$ cat config.mk
export PLATFORM = sky130hd
export DESIGN_NAME = ecg_window_loader_flat
export DESIGN_NICKNAME = d
export VERILOG_FILES = /design/src/rtl/ecg_window_loader_if.sv /design/src/rtl/ecg_window_loader.sv /design/src/flat_wrapper.sv
export SDC_FILE = /design/constraint.sdc
export NUM_CORES = 1
export LEC_CHECK = 0
export ABC_AREA = 1
export ABC_CLOCK_PERIOD_IN_PS = 2050
export CAP_MARGIN = 20
export CELL_PAD_IN_SITES_DETAIL_PLACEMENT = 1
export CELL_PAD_IN_SITES_GLOBAL_PLACEMENT = 2
export CORE_ASPECT_RATIO = 0.75
export CORE_MARGIN = 4
export CORE_UTILIZATION = 28
export DETAILED_ROUTE_END_ITERATION = 16
export PLACE_DENSITY_LB_ADDON = 0.1
export RECOVER_POWER = 100
export SLEW_MARGIN = 20
export SYNTH_ARGS = -nofsm -noshare
export SYNTH_HDL_FRONTEND = slang
export SYNTH_SLANG_ARGS = --single-unit
export TNS_END_PERCENT = 100
$ cat constraint.sdc
create_clock -name clk -period 2.05 [get_ports clk]
set_clock_uncertainty 0.15 [all_clocks]
set_input_delay 0.3075 -clock clk [delete_from_list [all_inputs] [get_ports clk]]
set_output_delay 0.3075 -clock clk [all_outputs]
set_load 0.01 [all_outputs]
$ cat src/rtl/ecg_window_loader_if.sv
// Stream bundle for ecg_window_loader: raw sample input and packed window output.
//
// Handshake: a transfer happens on a rising clock edge where valid and ready
// are both 1. A source holds valid and its data steady until that edge.
// Ready may be driven independently of valid. Here s_valid/s_ready carry
// samples in and x_valid/x_ready carry the assembled window out.
//
// The "slave" modport is the loader side. The "master" modport is the
// producer/consumer side.
interface ecg_window_loader_if #(
    parameter int BITSIZE = 16,
    parameter int NELEM   = 10
);
    logic [BITSIZE-1:0]       s_data;
    logic                     s_valid;
    logic                     s_ready;
    logic [BITSIZE*NELEM-1:0] x;
    logic                     x_valid;
    logic                     x_ready;

    modport master (
        output s_data, s_valid, x_ready,
        input  s_ready, x, x_valid
    );

    modport slave (
        input  s_data, s_valid, x_ready,
        output s_ready, x, x_valid
    );
endinterface

$ cat src/rtl/ecg_window_loader.sv
// ecg_window_loader: converts two's-complement ECG samples to sign-magnitude
// and packs NELEM of them into the classifier input vector x. Element 0 is
// the oldest sample.
//
// Optional feature: define ECG_WINDOW_LOADER_OVERLAP_EN for a sliding window.
// In that mode the next window needs only STRIDE new samples. Without the
// macro, windows are disjoint blocks of NELEM samples.
module ecg_window_loader #(
    parameter int BITSIZE = 16,
    parameter int NELEM   = 10,
    parameter int SHIFT   = 0,
    parameter int STRIDE  = 5
) (
    input  logic                clk,
    input  logic                reset,      // asynchronous, active low
    ecg_window_loader_if.slave  bus,
    output logic                sat_seen,
    output logic [15:0]         win_cnt,
    output logic                dbg_state   // 0 = FILL, 1 = FULL
);
    localparam int CNT_W = $clog2(NELEM + 1);
    localparam int MAG_W = BITSIZE - 1;
    localparam int XW    = BITSIZE * NELEM;

    // Fill count that remains after the consumer accepts a window.
`ifdef ECG_WINDOW_LOADER_OVERLAP_EN
    localparam logic [CNT_W-1:0] REFILL_CNT = CNT_W'(NELEM - STRIDE);
`else
    localparam logic [CNT_W-1:0] REFILL_CNT = '0;
`endif

    typedef enum logic {
        ST_FILL = 1'b0,
        ST_FULL = 1'b1
    } state_t;

    state_t             state_q, state_d;
    logic [CNT_W-1:0]   cnt_q, cnt_d;
    logic [XW-1:0]      x_q, x_d;
    logic               s_ready_q, s_ready_d;
    logic               x_valid_q, x_valid_d;
    logic               sat_q, sat_d;
    logic [15:0]        win_cnt_q, win_cnt_d;

    logic [BITSIZE-1:0] neg_data;
    logic [MAG_W-1:0]   mag_raw;
    logic [MAG_W-1:0]   mag_shift;
    logic               conv_sign;
    logic               conv_sat;
    logic [BITSIZE-1:0] conv_word;
    logic               capture;

    // Two's complement to sign-magnitude conversion. The most negative code
    // saturates. A magnitude that shifts down to zero never carries a sign.
    always_comb begin
        neg_data = -bus.s_data;
        conv_sat = 1'b0;
        if (!bus.s_data[BITSIZE-1]) begin
            mag_raw = bus.s_data[MAG_W-1:0];
        end else if (bus.s_data[MAG_W-1:0] == '0) begin
            mag_raw  = '1;
            conv_sat = 1'b1;
        end else begin
            mag_raw = neg_data[MAG_W-1:0];
        end
        mag_shift = mag_raw >> SHIFT;
        conv_sign = bus.s_data[BITSIZE-1] && (mag_shift != '0);
        conv_word = {conv_sign, mag_shift};
    end

    // Next-state logic. FILL takes samples into the shift register. FULL
    // holds x stable until the consumer accepts it. s_ready and x_valid are
    // registered, so the two states never overlap: no capture happens while
    // a window is being offered.
    always_comb begin
        state_d   = state_q;
        cnt_d     = cnt_q;
        x_d       = x_q;
        s_ready_d = s_ready_q;
        x_valid_d = x_valid_q;
        sat_d     = sat_q;
        win_cnt_d = win_cnt_q;
        capture   = bus.s_valid && s_ready_q;
        case (state_q)
            ST_FILL: begin
                s_ready_d = 1'b1;
                x_valid_d = 1'b0;
                if (capture) begin
                    x_d   = {conv_word, x_q[XW-1:BITSIZE]};
                    cnt_d = cnt_q + CNT_W'(1);
                    sat_d = sat_q | conv_sat;
                    if (cnt_q == CNT_W'(NELEM - 1)) begin
                        state_d   = ST_FULL;
                        s_ready_d = 1'b0;
                        x_valid_d = 1'b1;
                    end
                end
            end
            ST_FULL: begin
                s_ready_d = 1'b0;
                x_valid_d = 1'b1;
                if (bus.x_ready) begin
                    state_d   = ST_FILL;
                    s_ready_d = 1'b1;
                    x_valid_d = 1'b0;
                    cnt_d     = REFILL_CNT;
                    win_cnt_d = win_cnt_q + 16'd1;
                end
            end
            default: state_d = ST_FILL;
        endcase
    end

    // State and output registers. s_ready stays low while reset is asserted
    // and rises one cycle after reset is released.
    always_ff @(posedge clk or negedge reset) begin
        if (!reset) begin
            state_q   <= ST_FILL;
            cnt_q     <= '0;
            x_q       <= '0;
            s_ready_q <= 1'b0;
            x_valid_q <= 1'b0;
            sat_q     <= 1'b0;
            win_cnt_q <= '0;
        end else begin
            state_q   <= state_d;
            cnt_q     <= cnt_d;
            x_q       <= x_d;
            s_ready_q <= s_ready_d;
            x_valid_q <= x_valid_d;
            sat_q     <= sat_d;
            win_cnt_q <= win_cnt_d;
        end
    end

    assign bus.s_ready = s_ready_q;
    assign bus.x_valid = x_valid_q;
    assign bus.x       = x_q;
    assign sat_seen    = sat_q;
    assign win_cnt     = win_cnt_q;
    assign dbg_state   = state_q;

endmodule

$ cat src/flat_wrapper.sv
// flat-port wrapper written by rule: the top's interface ports become plain ports
module ecg_window_loader_flat 
#(
    parameter int BITSIZE = 16,
    parameter int NELEM   = 10,
    parameter int SHIFT   = 0,
    parameter int STRIDE  = 5
)
  (clk, reset, sat_seen, win_cnt, dbg_state, bus_s_data, bus_s_valid, bus_x_ready, bus_s_ready, bus_x, bus_x_valid);
  ecg_window_loader_if #(.BITSIZE(BITSIZE), .NELEM(NELEM)) bus_i ();
  input  logic clk;
  input  logic reset;
  output logic sat_seen;
  output logic [15:0] win_cnt;
  output logic dbg_state;
  input wire logic [$bits(bus_i.s_data)-1:0] bus_s_data;
  input wire logic [$bits(bus_i.s_valid)-1:0] bus_s_valid;
  input wire logic [$bits(bus_i.x_ready)-1:0] bus_x_ready;
  output wire logic [$bits(bus_i.s_ready)-1:0] bus_s_ready;
  output wire logic [$bits(bus_i.x)-1:0] bus_x;
  output wire logic [$bits(bus_i.x_valid)-1:0] bus_x_valid;
  assign bus_i.s_data = bus_s_data;
  assign bus_i.s_valid = bus_s_valid;
  assign bus_i.x_ready = bus_x_ready;
  assign bus_s_ready = bus_i.s_ready;
  assign bus_x = bus_i.x;
  assign bus_x_valid = bus_i.x_valid;
  ecg_window_loader #(.BITSIZE(BITSIZE), .NELEM(NELEM), .SHIFT(SHIFT), .STRIDE(STRIDE)) u_core (.clk(clk), .reset(reset), .bus(bus_i), .sat_seen(sat_seen), .win_cnt(win_cnt), .dbg_state(dbg_state));
endmodule
# == After elaboration in Yosys (flattened, before gate mapping) ==
# Cells that the tools add are included.
# op_classes
reduce_logical,7
n_addsub,3
n_lt_le_gt_ge,0
div,0
n_eq_ne,3
muxes,15
bitwise,2
shifts,0
multipliers,0
# op_table
operator,count
$mux W15,2
$add A16 B1 Y16 const B,1
$logic_not A15 Y1,1
$neg A15 Y15,1
$reduce_bool A15 Y1,1
$mux W1,8
$mux W4,2
$pmux W4 S2,1
$reduce_and A2 Y1,3
$add A4 B1 Y4 const B,1
$eq A4 B4 Y1 const B,1
$pmux W1 S2,2
$logic_and A1 B1 Y1,2
$ne A2 B1 Y1 const B,1
$ne A2 B2 Y1 const B,1
$not A1 Y1,1
$or A1 B1 Y1,1
# word_totals
latch_bits,0
mem_bits_ro,0
ram_bits,0
word_cells,36
n_memories,0
regBits,183
output_inout_bits,180

# == Logic depth before layout (Yosys ltp) ==
# Gate-level depths: netlist of the first run.
# depth
ltp_word,5
ltp_mapped,14
mapped_depth_nobuf,14

# == Least setup slack after synthesis of the first run ==
# Ideal clock, no wire load.
# synth_path
path_type,reg-to-reg
start,"register u_core.state_q, in the netlist u_core.dbg_state"
end,"register u_core.win_cnt_q[15], in the netlist u_core.win_cnt[15]"
setup_slack_ps,349
stages_incl_launch_ff,9
required_time_ps,1776
arrival_time_ps,1426
cell_sequence,dfrtp_1 nand2_2 nor3_4 nand3_2 nor2_4 nand2_2 nor2_4 nand4_1 xnor2_1
# synth_via
elab_chain_cells,1
# synth_rtl
element,line,rtl
start: declaration,ecg_window_loader.sv:37,"state_t state_q, state_d;"
start signal: assignment,ecg_window_loader.sv:126,state_q <= state_d;
$reduce_and A2 Y1 (no source line),-,
end signal: assignment,ecg_window_loader.sv:132,win_cnt_q <= win_cnt_d;
end: declaration,ecg_window_loader.sv:43,"logic [15:0] win_cnt_q, win_cnt_d;"
# No other way between the ends.
# A chain may end at the register's enable or synchronous reset.

# == Final worst setup path of the first run ==
# layout_path
start,"register u_core.win_cnt_q[11], in the netlist u_core.win_cnt[11]"
end,output port win_cnt[11]
# layout_lines
element,line,rtl
end: declaration,flat_wrapper.sv:14,output logic [15:0] win_cnt;
# No word-level cell between the ends.

==> impl_metrics.csv, run 1 <==
group,metric,value,unit
clock_network,cts.sinks,183,
setup_path,crit_arrival,1.50,ns
floorplanning,core_area,26100,um2
place,place_ws,-0.243,ns
global_routing,use_met2,25.7,%
synth,yosysSeqAreaShare,61.4,%
place,dp.cells,1411,
detailed_routing,drc,0,
clock_network,clk_pin_slew,0.07,ns
place,io_buffers,199,
detailed_routing,num_vias,6284,
power_and_ir_drop,finalPower,15.5,mW
synth,netlist_area,7460,um2
power_and_ir_drop,p_leak,5.66,nW
power_and_ir_drop,p_per_area,1440,nW/um2
place,gp_congestion,0.751,
sta,setup_viol,0,
setup_path,cp-start-kind,"register",
setup_path,endpoint_kind,"output port",
detailed_routing,drt_iter0_markers,333,
global_routing,antenna_found_initial,0,
sta,layout_setup_ws,0.0902,ns
detailed_routing,wl_per_cell,16.4,um
final_layout,num_antenna_cells,0,
synth,synthCells,844,
final_layout,area.growth.synth_to_final,44.9,%
sta,worst_pin_slew,1.21,ns
final_layout,final_area,10800,um2
clock_network,h-tree-depth,4,
floorplanning,dieArea,29300,um2
setup_path,path_cells,"dlygate4sd3_1",
final_layout,drive_gt1_share,9.45,%
setup_path,crit_start,"u_core.win_cnt[11]",
clock_network,clock_latency,0.43,ns
sta,slew_headroom,19.5,%
setup_path,criticalPathCategory,"reg2out",
status,run_status,"finished, final reports clean",
final_layout,layout_commonest_cell,"nand2_1",
floorplanning,core.rowCount,51,
synth,ys_ff_latch,183,
sta,finalMaxSlewViolations,0,
worst_hold_path,min_to,"u_core.win_cnt[15]",
synth,synth-main-ff-cell,"dfrtp_1",
global_routing,use_met3,3.57,%
clock_network,numCtsBuffers,17,
detailed_routing,vias_per_cell,4.35,
setup_path,timing.rr.end,"u_core.win_cnt[14]",
synth,synth-async-reset-ratio,100,%
power_and_ir_drop,peakVddDrop,0.000687,V
worst_hold_path,hold_class,"reg2reg",
floorplanning,initial_core_util,28.6,%
synth,syn_nets,868,
final_layout,layout.cells.non_filler,1444,
global_routing,grt_pass1_wl,37.9,mm
setup_path,cpLargestDelayFamily,"buffers and inverters",
global_routing,grt.total_usage,16.5,%
setup_path,reg2regPathDepth,11,
sta,post-route-min-period,1.96,ns
global_routing,gr-total-overflow,0,
detailed_routing,final_antenna_net_count,0,
setup_path,timing.rr.start,"u_core.dbg_state",
setup_path,crit_buf_inv,1,
worst_hold_path,min_path_cells,1,
setup_path,cpPeakStageDelay,0.65,ns
floorplanning,die_w,196,um
detailed_routing,finalWirelength,23.7,mm
floorplanning,dieHeight,149,um
global_routing,grt_pass1_vias,6645,
clock_network,post-cts-setup-buffers,0,
global_routing,met1_usage,23.3,%
setup_path,slowest_stage,"dlygate4sd3_1",
synth,ys_types,32,
final_layout,nNetsFinal,1111,
detailed_routing,firstDrtPassIters,4,
sta,max_freq,0.510,GHz
worst_hold_path,holdCritStartpoint,"u_core.win_cnt[15]",
synth,synth-edff-count,0,
final_layout,layout_common_cells,"404 x nand2_1, 183 x dfrtp_1, 165 x dlygate4sd3_1",
global_routing,busiest_layer,"met2",
synth,synth_warnings,0,
global_routing,grt_start_max_net_pins,57,
place,dp_hpwl,17.6,mm
sta,rsz0062_at_grt,"no",
clock_network,clock_path_buffers,2,
run,cap_violations,0,
setup_path,cp_max_fo,4,
sta,fin_crit_sh,95.6,%
place,placed_area,10300,um2
clock_network,cts_root_buf,"clkbuf_16",
setup_path,worstPathRequired,1.59,ns
setup_path,ff2ff_setup_slack,0.24,ns
floorplanning,num_io_pins,200,
sta,hold_viol_final,0,
clock_network,cts_tree,"done",
synth,synth_area_per_cell,8.84,um2
logic make-up after synthesis:
group	synth area share, %
XOR/XNOR	2.11
AO/OA/AOI/OAI	5.10
flip-flops	61.4
adder cells (fa/ha/maj)	0.671
buffers and inverters	5.13
AND/OR/NAND/NOR	25.6
Yosys cell counts (2+ instances only):
cell type	n	area share [%]
nand2_1	402	20
dfrtp_1	183	61
inv_1	52	2.6
o21ai_0	30	2.0
o21ai_1	24	1.6
clkbuf_1	23	1.2
nand3_1	22	1.5
nor2_1	22	1.1
buf_2	13	0.87
xnor2_1	9	1.1
xor2_1	9	1.1
a21oi_1	6	0.40
inv_2	6	0.30
nand4_1	6	0.50
a22oi_1	4	0.40
ha_1	4	0.67
nand3_2	4	0.54
nand2_2	3	0.25
nand3b_1	3	0.30
nor2_4	3	0.45
o22ai_1	3	0.25
a32oi_1	2	0.23
nor2_2	2	0.17
area by class of cell:
cell class | instances | area (um2)
clock buffers | 19 | 443
repair buffers | 261 | 2530
clock inverters | 13 | 123
multi-input cells | 565 | 2470
inverters | 59 | 229
fillers | 3064 | 15300
flip-flops and latches | 183 | 4580
well taps | 344 | 430
routing by layer:
layer / up-vias / part of all wire [%]
li1: 3100 / -
met1: 3040 / 48
met2: 123 / 47
met3: 21 / 4.4
met4: 0 / 1.4
met5: - / 0
worst max path at each step:
stage / to / slack (ns) / depth (start not counted)
final: win_cnt[11] / 0.09 / 1
after global routing: u_core.bus.x[159] / 0.002 / 13
after CTS: dbg_state / 0.06 / 1
after detailed placement: u_core.bus.x[159] / -0.24 / 13
after global placement: u_core.bus.x[159] / -0.20 / 13
after floorplan: u_core.win_cnt[15] / 0.35 / 8
power by group:
part / internal, mW / leakage [nW] / total (mW) / switching [mW]
logic: 2.84 / 3.03 / 5.94 / 3.11
clock network: 1.72 / 0.266 / 3.18 / 1.46
registers: 5.07 / 2.36 / 6.40 / 1.34
flip-flops by register name, summed over array words and instances (netlist names):
register and count:
u_core.bus.x 160, u_core.win_cnt 16, u_core.cnt_q 4, u_core.bus.s_ready 1
u_core.dbg_state 1, u_core.sat_seen 1
per-stage QoR:
step	utilization (%)	TNS (ns)	hold slack [ns]
4_1_cts	41.9	0	0.218
3_5_place_dp	39.7	-1.89	0.130
2_1_floorplan	-	0	-0.138
6_report	41.4	0	0.311
5_1_grt	41.4	0	0.350
3_3_place_gp	39.7	-1.30	0.130
timing repair:
action,4_1_cts,5_1_grt
setup endpoints to repair,0,1
hold endpoints to repair,76,0
resized for setup,0,1
hold buffers,1,0
Note: power is estimated with default switching activity, not from simulation.
==> run 2, diff against run 1 <==
Settings changed: CELL_PAD_IN_SITES_DETAIL_PLACEMENT 1 to unset, CELL_PAD_IN_SITES_GLOBAL_PLACEMENT 2 to unset, CORE_UTILIZATION 28 to 40, PLACE_DENSITY set to 0.68, PLACE_DENSITY_LB_ADDON 0.1 to unset.
==> run 2 against run 1 <==
Final cell count is 7.8% lower. Global-route usage grew 3.1 points. Count of clock-buffer cells in the layout decreased by 2. Sequential share of layout area rose by 1.2 points. Sequential cell count unchanged. Total power decreased by 1.9%. Critical path type unchanged. Highest routed layer unchanged.
==> impl_metrics.csv, run 2 (synthesis gave the netlist of run 1 again) <==
group,metric,value,unit
detailed_routing,firstDrtPassIters,5,
sta,hold_viol_final,0,
clock_network,cts_root_buf,"clkbuf_16",
setup_path,crit_arrival,1.49,ns
final_layout,drive_gt1_share,8.62,%
final_layout,final_area,10500,um2
floorplanning,core.rowCount,42,
power_and_ir_drop,clock_power_share,20.4,%
worst_hold_path,hold_class,"in2async",
final_layout,num_antenna_cells,0,
global_routing,grt_start_max_net_pins,59,
detailed_routing,finalWirelength,20.0,mm
clock_network,cts.sinks,183,
global_routing,gr-total-overflow,0,
power_and_ir_drop,p_per_area,1450,nW/um2
sta,worst_pin_slew,0.771,ns
clock_network,post-cts-setup-buffers,0,
sta,max_freq,0.513,GHz
place,gp_congestion,0.864,
final_layout,layout_common_cells,"403 x nand2_1, 183 x dfrtp_1, 165 x dlygate4sd3_1",
setup_path,endpoint_kind,"output port",
clock_network,clock_path_buffers,2,
place,io_buffers,199,
place,dp_hpwl,14.8,mm
power_and_ir_drop,p_sw_share,38.3,%
sta,setup_viol,0,
final_layout,largest_reg_flops,160,
power_and_ir_drop,peakVddDrop,0.000848,V
sta,fin_crit_sh,95.2,%
setup_path,timing.rr.end,"u_core.bus.x[16]",
sta,finalMaxSlewViolations,0,
final_layout,nNetsFinal,1101,
clock_network,ctsHoldBuffers,1,
sta,rsz0062_at_grt,"no",
power_and_ir_drop,seqPwrFrac,41.6,%
clock_network,clock_latency,0.42,ns
clock_network,cts_resized,0,
setup_path,ff2ff_setup_slack,0.21,ns
clock_network,numCtsBuffers,17,
global_routing,grt_pass1_wl,33.1,mm
power_and_ir_drop,intPower,9.41,mW
floorplanning,die_w,166,um
setup_path,cpPeakStageDelay,0.63,ns
power_and_ir_drop,comb_power_share,38.0,%
setup_path,timing.rr.start,"u_core.dbg_state",
run,cap_violations,0,
detailed_routing,final_antenna_net_count,0,
power_and_ir_drop,finalPower,15.2,mW
setup_path,slowest_stage,"dlygate4sd3_1",
setup_path,cp_max_fo,3,
final_layout,area.growth.synth_to_final,40.8,%
detailed_routing,vias_per_cell,4.67,
floorplanning,num_io_pins,200,
detailed_routing,wl_per_cell,15.0,um
clock_network,clk_pin_slew,0.07,ns
clock_network,h-tree-depth,4,
sta,fin_tns_setup,0,ns
detailed_routing,drt_iter0_markers,426,
detailed_routing,num_vias,6216,
setup_path,path_cells,"dlygate4sd3_1",
floorplanning,dieHeight,126,um
setup_path,cpLargestDelayFamily,"buffers and inverters",
place,placed_area,10100,um2
setup_path,crit_buf_inv,1,
sta,slew_headroom,48.6,%
setup_path,criticalPathCategory,"reg2out",
global_routing,grt.total_usage,19.6,%
power_and_ir_drop,p_leak,5.57,nW
global_routing,grt_pass1_vias,6003,
detailed_routing,drc,0,
setup_path,reg2regPathDepth,4,
setup_path,worstPathRequired,1.59,ns
setup_path,cp-start-kind,"register",
floorplanning,dieArea,20900,um2
global_routing,antenna_found_initial,0,
floorplanning,core_area,18000,um2
status,run_status,"finished, final reports clean",
clock_network,cts_tree,"done",
sta,post-route-min-period,1.95,ns
final_layout,layout_commonest_cell,"nand2_1",
floorplanning,initial_core_util,41.5,%
power_and_ir_drop,p_switching,5.83,mW
run 2: worst max path at each step:
stage / cells past startpoint / start / slack (ns) / end
global route: 11 / u_core.dbg_state / 0.02 / u_core.win_cnt[14]
detailed placement: 13 / bus_s_data[1] / -0.20 / u_core.bus.x[159]
CTS: 1 / u_core.win_cnt[3] / 0.1 / win_cnt[3]
global placement: 13 / bus_s_data[0] / -0.15 / u_core.bus.x[159]
finish: 1 / u_core.bus.x[102] / 0.1 / bus_x[102]
floorplan: 8 / u_core.dbg_state / 0.35 / u_core.win_cnt[15]
run 2: final cells by class:
type	instances	area (um2)
repair buffers	251	2340
fillers	1626	7470
clock inverters	15	140
multi-input cells	565	2490
flip-flops and latches	183	4580
well taps	242	303
inverters	59	229
clock buffers	17	425
run 2: per-stage QoR:
stage               hold WS [ns]  setup slack [ns]  util [%]  cells
detailed placement         0.157            -0.202      56.2   1299
global placement           0.156            -0.150      56.2   1299
finish                     0.245            0.0994      58.5   1332
global route               0.281            0.0229      58.5   1332
CTS                        0.274            0.0961      59.4   1332
floorplan                 -0.138             0.349         -    844
run 2: power groups by stage:
stage               Combinational [mW]  Clock [mW]  Sequential [mW]
floorplan                         2.03           0             6.74
global placement                  6.48           0             6.43
detailed placement                6.57           0             6.44
CTS                               6.61        3.19             6.41
global route                      6.45        3.35             6.56
finish                            5.79        3.11             6.34
run 2: routing by layer:
layer	part of all wire, %	routed length, um	GRT usage, %
met2	44	8790	28.8
met4	0.71	143	3.88
met5	0	0	0
met3	8.0	1600	7.30
met1	47	9520	28.2
